==> config.mk <==
export PLATFORM = sky130hd
export DESIGN_NAME = rotary_input
export DESIGN_NICKNAME = d
export VERILOG_FILES = /design/src/rtl/rotary_input.sv
export SDC_FILE = /design/constraint.sdc
export NUM_CORES = 1
export LEC_CHECK = 0
export ABC_AREA = 0
export BUFFER_PORTS_ARGS = -buffer_cell sky130_fd_sc_hd__buf_2
export CAP_MARGIN = 20
export CORE_ASPECT_RATIO = 0.5
export CORE_MARGIN = 1
export CORE_UTILIZATION = 54
export CTS_CLUSTER_DIAMETER = 80
export DETAILED_ROUTE_END_ITERATION = 10
export PLACE_DENSITY = 0.82
export SLEW_MARGIN = 40
export SYNTH_ARGS = -nofsm -noshare
export SYNTH_HDL_FRONTEND = slang
export SYNTH_SLANG_ARGS = --single-unit
==> constraint.sdc <==
create_clock -name clk -period 1.66 [get_ports clk]
set_input_delay 0.166 -clock clk [delete_from_list [all_inputs] [get_ports clk]]
set_output_delay 0.166 -clock clk [all_outputs]
set_load 0.1 [all_outputs]
==> src/rtl/rotary_input.sv <==
// Rotary encoder front end: synchronizes and debounces A/B (and optionally the push button),
// decodes quadrature into detent pulses. Define ROTARY_PRESS_EN to build the button path.
module rotary_input #(
  parameter int DEBOUNCE_CYCLES = 20000,
  parameter int DETENT_STEPS    = 4
) (
  input  logic       clk,
  input  logic       rst,
  input  logic       a_in,
  input  logic       b_in,
  input  logic       btn_in,
  output logic [1:0] rotate_out,
  output logic       press_out
);

  // Channel indices into the per-input vectors.
  localparam int CH_A = 0;
  localparam int CH_B = 1;
`ifdef ROTARY_PRESS_EN
  localparam int CH_BTN = 2;
  localparam int NCH    = 3;
`else
  localparam int NCH    = 2;
`endif

  localparam int CNT_W = $clog2(DEBOUNCE_CYCLES);
  localparam int ACC_W = $clog2(DETENT_STEPS) + 2;

  typedef logic [CNT_W-1:0]        cnt_t;
  typedef logic signed [ACC_W-1:0] acc_t;

  typedef enum logic [1:0] {
    ROT_NONE = 2'b00,
    ROT_CW   = 2'b01,
    ROT_CCW  = 2'b10
  } rot_e;

  localparam cnt_t CNT_LAST = cnt_t'(DEBOUNCE_CYCLES - 1);
  localparam acc_t ACC_HI   = acc_t'(DETENT_STEPS - 1);
  localparam acc_t ACC_LO   = acc_t'(-(DETENT_STEPS - 1));

  // Raw pin vector; the button is only gathered when its path exists.
  logic [NCH-1:0] raw;
`ifdef ROTARY_PRESS_EN
  assign raw = {btn_in, b_in, a_in};
`else
  logic unused_btn;
  assign raw        = {b_in, a_in};
  assign unused_btn = btn_in;
`endif

  // ---------------------------------------------------------------------------
  // Two-flop synchronizers
  // ---------------------------------------------------------------------------
  logic [NCH-1:0] sync1_d, sync1_q;
  logic [NCH-1:0] sync2_d, sync2_q;

  always_comb begin
    sync1_d = raw;
    sync2_d = sync1_q;
  end

  // NOTE: sequential state uses non-blocking assignments only, so every flop
  // samples the pre-edge value of the others regardless of statement order.
  always_ff @(posedge clk) begin
    if (rst) begin
      sync1_q <= '0;
      sync2_q <= '0;
    end else begin
      sync1_q <= sync1_d;
      sync2_q <= sync2_d;
    end
  end

  // ---------------------------------------------------------------------------
  // Debouncers: one stable bit and one saturating-free counter per channel
  // ---------------------------------------------------------------------------
  logic [NCH-1:0] stable_d, stable_q;
  cnt_t           cnt_d [NCH];
  cnt_t           cnt_q [NCH];

  // NOTE: every output of this block gets a default first, so no path can
  // leave a value unassigned and infer a latch.
  always_comb begin
    stable_d = stable_q;
    for (int i = 0; i < NCH; i++) begin
      cnt_d[i] = '0;
      if (sync2_q[i] != stable_q[i]) begin
        // The last counting cycle accepts the level instead of wrapping.
        if (cnt_q[i] == CNT_LAST) begin
          stable_d[i] = sync2_q[i];
        end else begin
          cnt_d[i] = cnt_q[i] + 1'b1;
        end
      end
    end
  end

  // NOTE: the counter array is a handful of flops, not a RAM, so it is
  // cleared element by element in the reset branch like any other register.
  always_ff @(posedge clk) begin
    if (rst) begin
      stable_q <= '0;
      for (int i = 0; i < NCH; i++) begin
        cnt_q[i] <= '0;
      end
    end else begin
      stable_q <= stable_d;
      for (int i = 0; i < NCH; i++) begin
        cnt_q[i] <= cnt_d[i];
      end
    end
  end

  // ---------------------------------------------------------------------------
  // Quadrature decoder and detent accumulator
  // ---------------------------------------------------------------------------
  logic [1:0] ab_cur;
  logic [1:0] prev_ab_d, prev_ab_q;
  logic [1:0] pos_cur, pos_prev, pos_delta;
  logic       step_up, step_dn;
  acc_t       acc_d, acc_q;
  rot_e       rotate_d, rotate_q;

  // Position along the CW cycle 00,01,11,10 is {A, A^B}; a delta of +1/-1
  // (mod 4) is a legal step, a delta of 2 means both channels moved at once.
  function automatic logic [1:0] cycle_pos(input logic [1:0] ab);
    cycle_pos = {ab[1], ab[1] ^ ab[0]};
  endfunction

  always_comb begin
    ab_cur    = {stable_q[CH_A], stable_q[CH_B]};
    prev_ab_d = ab_cur;
    pos_cur   = cycle_pos(ab_cur);
    pos_prev  = cycle_pos(prev_ab_q);
    pos_delta = pos_cur - pos_prev;
    step_up   = (pos_delta == 2'd1);
    step_dn   = (pos_delta == 2'd3);
  end

  always_comb begin
    acc_d    = acc_q;
    rotate_d = ROT_NONE;
    if (step_up) begin
      if (acc_q == ACC_HI) begin
        acc_d    = '0;
        rotate_d = ROT_CW;
      end else begin
        acc_d = acc_q + acc_t'(1);
      end
    end else if (step_dn) begin
      if (acc_q == ACC_LO) begin
        acc_d    = '0;
        rotate_d = ROT_CCW;
      end else begin
        acc_d = acc_q - acc_t'(1);
      end
    end
  end

  always_ff @(posedge clk) begin
    if (rst) begin
      prev_ab_q <= '0;
      acc_q     <= '0;
      rotate_q  <= ROT_NONE;
    end else begin
      prev_ab_q <= prev_ab_d;
      acc_q     <= acc_d;
      rotate_q  <= rotate_d;
    end
  end

  assign rotate_out = rotate_q;

  // ---------------------------------------------------------------------------
  // Push button edge detector
  // ---------------------------------------------------------------------------
`ifdef ROTARY_PRESS_EN
  logic btn_prev_d, btn_prev_q;
  logic press_d, press_q;

  always_comb begin
    btn_prev_d = stable_q[CH_BTN];
    press_d    = stable_q[CH_BTN] & ~btn_prev_q;
  end

  always_ff @(posedge clk) begin
    if (rst) begin
      btn_prev_q <= 1'b0;
      press_q    <= 1'b0;
    end else begin
      btn_prev_q <= btn_prev_d;
      press_q    <= press_d;
    end
  end

  assign press_out = press_q;
`else
  assign press_out = 1'b0;
`endif

endmodule

==> results.toml, run 1 <==
[status]
run_status = "finished with violations"
violations_in_the_final_reports = "negative setup slack"

[yosys]
synth_area_leaders = "dfxtp_1, xnor2_1, nor2_1"
synth-async-reset-ratio = 0
syn-num-nets = 229
synth-seq-area-share = 0.4467
avgSynthCellArea_um2 = 9.045
synth-main-ff-cell = "dfxtp_1"
synth_top_cell_area_share = 0.4467
post_synth_num_cell_types = 36
synth-edff-count = 0
yosysMostFrequentCell = "dfxtp_1"
ys_warn_count = 0
post_synthesis_cells = 218
synth_top_area_cell = "dfxtp_1"
post_synth_most_frequent_cells = "dfxtp_1, nor2_1, xnor2_1"
syn_area_mm2 = 0.001972
ff_latch_count_synth = 44

[clock_tree]
cts_tree = "done"
clock_tree.htree_level_count = 2
clock_insertion_delay_worst_skew_ns = 0.29
worst_setup_hold_path_clk_slew_ns = 0.07
cts_hold_buf = 0
clock-root-buffer = "clkbuf_8"
clkSinkCount = 44
cts_made_buffers = 5
ctsLongestPathBuffers = 2

[floorplanning]
initial_utilization = 0.5710
core_mm2 = 0.003453
row_count = 15
dieWidth_um = 87.46
top_level_ports = 8
die_area_mm2 = 0.003912
floorplan.die.height_um = 44.73

[global_route]
initial_antenna_violation_count = 0
busiest_layer = "met2"
global_route_wire_length_before_repair_mm = 5.940
gr-usage-all-layers = 0.2035
pin_count_of_the_biggest_net_entering_global_routing = 18
grt_overflow = 0
grtUsageMet2 = 0.3688
grt_use_met1 = 0.2302
grt_use_met3 = 0.05667
grt_pass1_vias = 1435

[cells_and_area]
antenna-diode-count = 0
areaGrowthSynthToFinish_pct = 21.89
final_area_mm2 = 0.002404
drive_gt1_frac = 0.2460
layout.nets = 262
final_util = 0.6960

[worst_setup_path]
crit_arrival_ns = 1.98
cp.required_ns = 1.84
critPathSlowestCell = "or4_4"
critical_path.startpoint_type = "register"
critical-path-max-stage-delay_ns = 0.61
timing.critical_path.cells = "or4b_4 -> or4_4 -> mux2i_1 -> nor2_1"
sort_of_element_at_the_end_of_the_critical_path = "register"
cp_max_fo = 3
timing.critical_path.buf_inv = 0
cpLargestDelayFamily = "simple AND/OR/NAND/NOR gates"
type_of_the_worst_setup_path = "reg -> reg"

[sta]
final-hold-violation-count = 0
rsz0062_at_grt = "yes"
final_critical_path_setup_slack_ns = -0.1447
final-setup-viol-count = 29
fmax_mhz = 554.1
timing_max_transition_violations_final = 0
timing.final.crit_share = 1.087
finalClockSkew_ns = 0.004712
finalWorstPathRequiredPeriod_ns = 1.805
holdWs_ns = 0.09119

[power_and_ir_drop]
pd_cells_mw_per_mm2 = 743.9
maximum_vdd_drop_v = 0.0003462
power_leakage_nw = 0.8465

[placed_design]
postPlaceCellArea_mm2 = 0.002228
portBuffers = 5
hpwl_mm = 2.451
gp_congestion = 0.8188

[detailed_routing]
routed-via-count = 1555
dr.first_iter.drc_count = 53
drt_drc_violations_left = 0
viasPerCell = 5.132
antenna_violating_nets_post_route = 0
drt_first_pass_iters = 4
post_drt_wl_per_cell_um = 11.68
routed_wirelength_mm = 3.539

[min_path]
min_path_type = "in -> reg"

[job]
cap_violations = 0
## through the flow
stage | setup WS (ns) | total power, mW | TNS [ns] | std cells
floorplan | -0.07207 | 1.130 | -1.074 | 218
global placement | -0.09385 | 1.135 | -1.681 | 293
detailed placement | -0.1231 | 1.137 | -2.553 | 293
CTS | -0.1102 | 1.811 | -2.093 | 303
global route | -0.1630 | 1.864 | -2.856 | 303
finish | -0.1447 | 1.788 | -1.833 | 303
## power breakdown
part / total (mW) / internal, mW / switching, mW
logic: 0.0450 / 0.0155 / 0.0295
registers: 1.07 / 1.06 / 0.00752
clock network: 0.672 / 0.339 / 0.333
total: 1.79 / 1.42 / 0.370
## cell type report
| class | instances | area, µm² |
|---|---|---|
| multi-input combinational | 160 | 1104 |
| tap | 51 | 63.81 |
| sequential | 44 | 888.4 |
| fill | 277 | 1050 |
| clock buffer | 8 | 90.09 |
| inverter | 9 | 33.78 |
| timing repair buffer | 31 | 224.0 |
## layer usage
layer  part of all wire  wire [µm]
met1               0.47       1648
met2               0.49       1726
met3              0.027         97
met4              0.019         66
met5                  0          0
## cells by family (layout without fill, tap and decap cells)
| family | Yosys count | count (layout) | synth area share |
|---|---|---|---|
| simple gates | 107 | 108 | 0.2830 |
| flops | 44 | 44 | 0.4467 |
| xor+xnor | 31 | 31 | 0.1447 |
| buf+inv | 15 | 48 | 0.03616 |
| compound gates | 12 | 12 | 0.03934 |
| fa+ha+maj | 6 | 6 | 0.03807 |
| mux | 2 | 2 | 0.01015 |
| other cells | 1 | 1 | 0.001902 |
## worst reg2reg max path: cells and delay by family, from the launching register on
family,cells,cell delay (ns)
DFF,1,0.32
muxes,1,0.18
and+or+nand+nor,3,1.19
## sequential cells by signal (all words and copies together), names as in the netlist
signal / flops
rotate_out: 2
stable_q: 2
acc_q: 4
cnt_q: 30
sync1_q: 2
prev_ab_q: 2
sync2_q: 2
## cells in the final DEF, fill, tap and decap left out, types with 3 or more instances in the layout
cell	n
nor4_1	8
xor2_1	7
buf_4	25
clkbuf_8	6
nand2_1	11
a21oi_1	3
dfxtp_2	6
nand4_1	9
dfxtp_1	38
buf_2	5
or3_1	4
nor2b_1	7
nand2b_4	3
inv_1	9
nor3_1	9
nand3_1	9
xnor2_1	22
ha_1	5
nor2_1	29
nor2_2	7
## timing repair
action                                  CTS  global route
setup buffers                             1             0
resized for setup                         5            16
pin swaps                                 5             7
endpoints found under the setup margin   31            33
endpoints found under the hold margin     0             0
gates cloned                              1             0
## worst paths after layout
| path | from | to | slack [ns] | cells after the start |
|---|---|---|---|---|
| worst max-delay path | cnt_q[0][12]$_SDFF_PP0_ | stable_q[0]$_SDFFE_PP0P_ | -0.14 | 4 |
| worst max register to register | cnt_q[0][12]$_SDFF_PP0_ | stable_q[0]$_SDFFE_PP0P_ | -0.14 | 4 |
| worst min register to register | sync1_q[1]$_SDFF_PP0_ | sync2_q[1]$_SDFF_PP0_ | 0.45 | 1 |
| worst min-delay path | a_in | sync1_q[0]$_SDFF_PP0_ | 0.09 | 2 |
(Power assumes the default switching activity.)
==> run 2, diff against run 1 <==
- CORE_UTILIZATION: 54 -> 55
- PLACE_DENSITY: 0.82 -> 0.8
- clock period: 1.66 -> 2.1 ns (I/O delays scaled with it)
==> run 2 against run 1 <==
The run now ends clean. Combinational power shrank 33%. Clock skew about the same. Worst setup slack better by 0.29 ns. Wire length decreased by 6.1%. Global-route usage down 0.068 points. Total power decreased by 20%. Critical path depth grew 2. Sequential share of layout area grew 4.6 points. Critical endpoint is now acc_q[3]$_SDFFE_PP0P_. Highest routed layer unchanged.
==> results.toml, run 2 (synthesis results as in run 1) <==
[worst_setup_path]
timing.critical_path.cells = "xnor2_1 -> ha_1 -> xnor3_1 -> nand4_1 -> a211o_1 -> a31oi_1"
cp_max_fo = 10
worstReg2RegEnd = "acc_q[3]$_SDFFE_PP0P_"
critical_path_source = "stable_q[0]$_SDFFE_PP0P_"
cp.required_ns = 2.32
crit_arrival_ns = 2.18
type_of_the_worst_setup_path = "reg -> reg"
critical_path.startpoint_type = "register"
critical-path-max-stage-delay_ns = 0.46
critPathSlowestCell = "xnor3_1"
sort_of_element_at_the_end_of_the_critical_path = "register"
reg2reg_from = "stable_q[0]$_SDFFE_PP0P_"
r2r_setup_slack_ns = 0.15
timing.reg2reg.worst_path_depth = 6

[detailed_routing]
routed_wirelength_mm = 3.324
viasPerCell = 5.263
antenna_violating_nets_post_route = 0
post_drt_wl_per_cell_um = 12.13
drt_first_pass_iters = 4
dr.first_iter.drc_count = 50
routed-via-count = 1442
drt_drc_violations_left = 0

[clock_tree]
cts_hold_buf = 0
cts_tree = "done"
clock_tree.htree_level_count = 2
cts_made_buffers = 5
cts.repair.resized = 0
post_cts_setup_repair_bufs = 0
worst_setup_hold_path_clk_slew_ns = 0.08
clock-root-buffer = "clkbuf_8"
ctsLongestPathBuffers = 2
clkSinkCount = 44
clock_insertion_delay_worst_skew_ns = 0.29

[floorplanning]
dieWidth_um = 86.68
initial_utilization = 0.6151
die_area_mm2 = 0.003843
top_level_ports = 8
core_mm2 = 0.003206
row_count = 14
floorplan.die.height_um = 44.34

[global_route]
global_route_wire_length_before_repair_mm = 5.823
grt_overflow = 0
gr-usage-all-layers = 0.2028
grt_pass1_vias = 1366
pin_count_of_the_biggest_net_entering_global_routing = 18
initial_antenna_violation_count = 0

[cells_and_area]
flip_flop_count_of_the_largest_register_all_copies_and_words_added = 30
layout.nets = 236
areaGrowthSynthToFinish_pct = 7.551
antenna-diode-count = 0
drive_gt1_frac = 0.07522
final_util = 0.6616
seqCellArea_um2 = 880.8
leading_cell_type_in_the_layout_fill_and_taps_excluded = "dfxtp_1"
largest-register = "cnt_q"
mostFrequentLayoutCells = "dfxtp_1, nor2_1, xnor2_1, nand2_1"
multiInputGateArea_mm2 = 0.001020
count_of_filler_cells_inserted_in_the_layout = 248
largest_registers = "cnt_q: 30 flops, acc_q: 4 flops"

[min_path]
min_delay_path_depth = 2
worst_hold_path.endpoint = "sync1_q[0]$_SDFF_PP0_"
min_path_type = "in -> reg"
timing.hold.worst.start = "a_in"

[status]
run_status = "complete, no violations"

[sta]
final-hold-violation-count = 0
finalWorstPathRequiredPeriod_ns = 1.953
totalNegativeSetupSlack_ns = 0
timing_max_transition_violations_final = 0
rsz0062_at_grt = "no"
holdWs_ns = 0.1218
timing.final.crit_share = 0.9299
final-setup-viol-count = 0
finalClockSkew_ns = 0.005047
fmax_mhz = 512.1
final_critical_path_setup_slack_ns = 0.1472

[placed_design]
hpwl_mm = 2.215
dp_worst_setup_slack_ns = 0.2064
gp_congestion = 0.8407
portBuffers = 5

[power_and_ir_drop]
maximum_vdd_drop_v = 0.0005493
power.total_mw = 1.428
pd_cells_mw_per_mm2 = 673.2
power_leakage_nw = 0.6710

[job]
cap_violations = 0
-- run 2: changes by cell type in the layout (fill, tap and decap cells not counted), sizes merged --
cell / before / now
buf: 31 / 6
clkbuf: 8 / 7
clkinvlp: 0 / 1
nand2b: 5 / 4
-- run 2: worst max-delay path: cells and delay by family (launching register included) --
family,cells,cell delay [ns]
XOR/XNOR,2,0.56
AO/OA/AOI/OAI,2,0.48
adder cells (fa/ha/maj),1,0.21
AND/OR/NAND/NOR,1,0.19
flip-flops,1,0.45
-- run 2: area by class of cell --
class,count,share of cell area
flip-flops and latches,44,0.4153
multi-input cells,159,0.4808
repair buffers,6,0.01534
clock inverters,1,0.003540
well taps,48,0.02832
inverters,9,0.01593
clock buffers,7,0.04071
-- run 2: worst max-delay path by stage --
stage                                   end  slack, ns
CTS                   acc_q[3]$_SDFFE_PP0P_       0.16
detailed placement    acc_q[3]$_SDFFE_PP0P_       0.21
floorplan            cnt_q[0][6]$_SDFF_PP0_       0.32
finish                acc_q[3]$_SDFFE_PP0P_       0.15
global placement    cnt_q[0][11]$_SDFF_PP0_       0.25
global route          acc_q[3]$_SDFFE_PP0P_       0.03
-- run 2: power breakdown --
group	internal [mW]	switching (mW)	leakage [nW]	total (mW)
combinational	0.00946	0.0207	0.271	0.0302
clock	0.267	0.283	0.0445	0.551
sequential	0.840	0.00635	0.355	0.847
total	1.12	0.310	0.671	1.43
-- run 2: metrics by stage --
| stage | std cells | cell area, µm² |
|---|---|---|
| floorplan | 218 | 1972 |
| CTS | 274 | 2121 |
| detailed placement | 266 | 2027 |
| global placement | 266 | 2027 |
| finish | 274 | 2121 |
| global route | 274 | 2121 |
-- run 2: metal layers --
metal	up-vias	global-route usage	routed length [µm]
met5	-	0	0
met2	18	0.3476	1500
met4	0	0.08333	38
met1	666	0.2450	1664
li1	753	-	-
met3	5	0.06157	120
==> run 3, diff against run 2 <==
- CTS_BUF_LIST: unset -> sky130_fd_sc_hd__clkbuf_4 sky130_fd_sc_hd__clkbuf_8 sky130_fd_sc_hd__clkbuf_16
==> run 3 against run 2 <==
First-iteration DRC count rose by 10%. Flip-flop and latch count stayed put. Worst setup slack worse by 0.014 ns. Global-route usage unchanged. Total power rose by 0.99%. Sequential share of layout area is 0.074 points lower. Largest power group unchanged.
==> results.toml, run 3 (synthesis results as in run 1) <==
[clock_tree]
clock-root-buffer = "clkbuf_8"
cts_tree = "done"
clock_insertion_delay_worst_skew_ns = 0.30
worst_setup_hold_path_clk_slew_ns = 0.08
post_cts_setup_repair_bufs = 0
clkSinkCount = 44
ctsLongestPathBuffers = 2
cts_made_buffers = 5
cts_hold_buf = 0
clock_tree.htree_level_count = 2
cts.repair.resized = 0

[worst_setup_path]
timing.critical_path.cells = "xnor2_1 -> ha_1 -> xnor3_1 -> nand4_1 -> a211o_1 -> a31oi_1"
reg2reg_from = "stable_q[0]$_SDFFE_PP0P_"
crit_arrival_ns = 2.19
sort_of_element_at_the_end_of_the_critical_path = "register"
timing.reg2reg.worst_path_depth = 6
r2r_setup_slack_ns = 0.13
critPathSlowestCell = "dfxtp_1"
timing.critical_path.buf_inv = 0
cp_max_fo = 10
critical-path-max-stage-delay_ns = 0.45
cpLargestDelayFamily = "XOR/XNOR gates"
cp.required_ns = 2.32
worstReg2RegEnd = "acc_q[3]$_SDFFE_PP0P_"
type_of_the_worst_setup_path = "reg -> reg"
critical_path_cell_count = 6
critical_path.startpoint_type = "register"

[power_and_ir_drop]
pwr-share-comb = 0.021
power.total_mw = 1.442
power_frac_seq = 0.587
pd_cells_mw_per_mm2 = 678.7
internal-power_mw = 1.130
power.share.clock = 0.392
power_leakage_nw = 0.6744
net-switching-power_mw = 0.3116
maximum_vdd_drop_v = 0.0005498
swShare = 0.2161

[sta]
rsz0062_at_grt = "no"
totalNegativeSetupSlack_ns = 0
final_critical_path_setup_slack_ns = 0.1329
timing_max_transition_violations_final = 0
holdWs_ns = 0.1207
finalWorstPathRequiredPeriod_ns = 1.967
timing.final.crit_share = 0.9367
final-hold-violation-count = 0
finalClockSkew_ns = 0.005176
final-setup-viol-count = 0
fmax_mhz = 508.4

[detailed_routing]
drt_first_pass_iters = 4
antenna_violating_nets_post_route = 0
routed_wirelength_mm = 3.319
drt_drc_violations_left = 0
routed-via-count = 1450
dr.first_iter.drc_count = 55
post_drt_wl_per_cell_um = 12.11
viasPerCell = 5.292

[floorplanning]
dieWidth_um = 86.68
initial_utilization = 0.6151
row_count = 14
floorplan.die.height_um = 44.34
top_level_ports = 8
die_area_mm2 = 0.003843
core_mm2 = 0.003206

[min_path]
min_delay_path_depth = 2
worst_hold_path.endpoint = "sync1_q[0]$_SDFF_PP0_"
min_path_type = "in -> reg"
timing.hold.worst.start = "a_in"

[placed_design]
gp_congestion = 0.8407
dp_worst_setup_slack_ns = 0.2064
portBuffers = 5
hpwl_mm = 2.215
place_inst = 266
postPlaceCellArea_mm2 = 0.002027

[cells_and_area]
drive_gt1_frac = 0.07965
final_util = 0.6628
final_area_mm2 = 0.002125
largest-register = "cnt_q"
mostFrequentLayoutCells = "dfxtp_1, nor2_1, xnor2_1, nand2_1"
layout.nets = 236
stdcell_count = 274
areaGrowthSynthToFinish_pct = 7.741
leading_cell_type_in_the_layout_fill_and_taps_excluded = "dfxtp_1"
antenna-diode-count = 0
flip_flop_count_of_the_largest_register_all_copies_and_words_added = 30
largest_registers = "cnt_q: 30 flops, acc_q: 4 flops"

[global_route]
pin_count_of_the_biggest_net_entering_global_routing = 18
global_route_wire_length_before_repair_mm = 5.823
gr-usage-all-layers = 0.2028
grt_overflow = 0
initial_antenna_violation_count = 0
grt_pass1_vias = 1365

[status]
run_status = "complete, no violations"

[job]
cap_violations = 0
## run 3: cell types whose count changed in the layout (fill, tap and decap cells not counted)
cell	previous run	this run
clkbuf_4	0	1
clkbuf_1	1	0
## run 3: power groups by stage
stage	sequential (mW)	clock (mW)	combinational, mW
2_1_floorplan	0.865	0	0.0268
3_3_place_gp	0.866	0	0.0294
3_5_place_dp	0.867	0	0.0301
4_1_cts	0.847	0.575	0.0304
5_1_grt	0.848	0.606	0.0337
6_report	0.847	0.565	0.0302
## run 3: worst max-delay path by stage
stage	from	slack (ns)	endpoint
after floorplan	cnt_q[0][8]$_SDFF_PP0_	0.32	cnt_q[0][6]$_SDFF_PP0_
after global placement	cnt_q[0][8]$_SDFF_PP0_	0.25	cnt_q[0][11]$_SDFF_PP0_
after detailed placement	stable_q[0]$_SDFFE_PP0P_	0.21	acc_q[3]$_SDFFE_PP0P_
after CTS	stable_q[0]$_SDFFE_PP0P_	0.16	acc_q[3]$_SDFFE_PP0P_
after global routing	stable_q[0]$_SDFFE_PP0P_	0.03	acc_q[3]$_SDFFE_PP0P_
final	stable_q[0]$_SDFFE_PP0P_	0.13	acc_q[3]$_SDFFE_PP0P_
## run 3: worst register-to-register path, delay by kind of cell, from the launching register on
kind	cells	cell delay (ns)
fa+ha+maj	1	0.21
simple gates	1	0.21
compound gates	2	0.49
flops	1	0.45
xor+xnor	2	0.55
## run 3: cell type report
cell class,count,area (µm²)
multi-input combinational,159,1020
inverter,9,33.78
clock buffer,7,90.09
fill,250,1081
timing repair buffer,6,32.53
clock inverter,1,7.507
tap,48,60.06
sequential,44,880.8
## run 3: per-layer routing
metal	wire length [µm]	GRT usage
met3	131	0.06157
met1	1654	0.2450
met4	54	0.08333
met2	1480	0.3476
met5	0	0
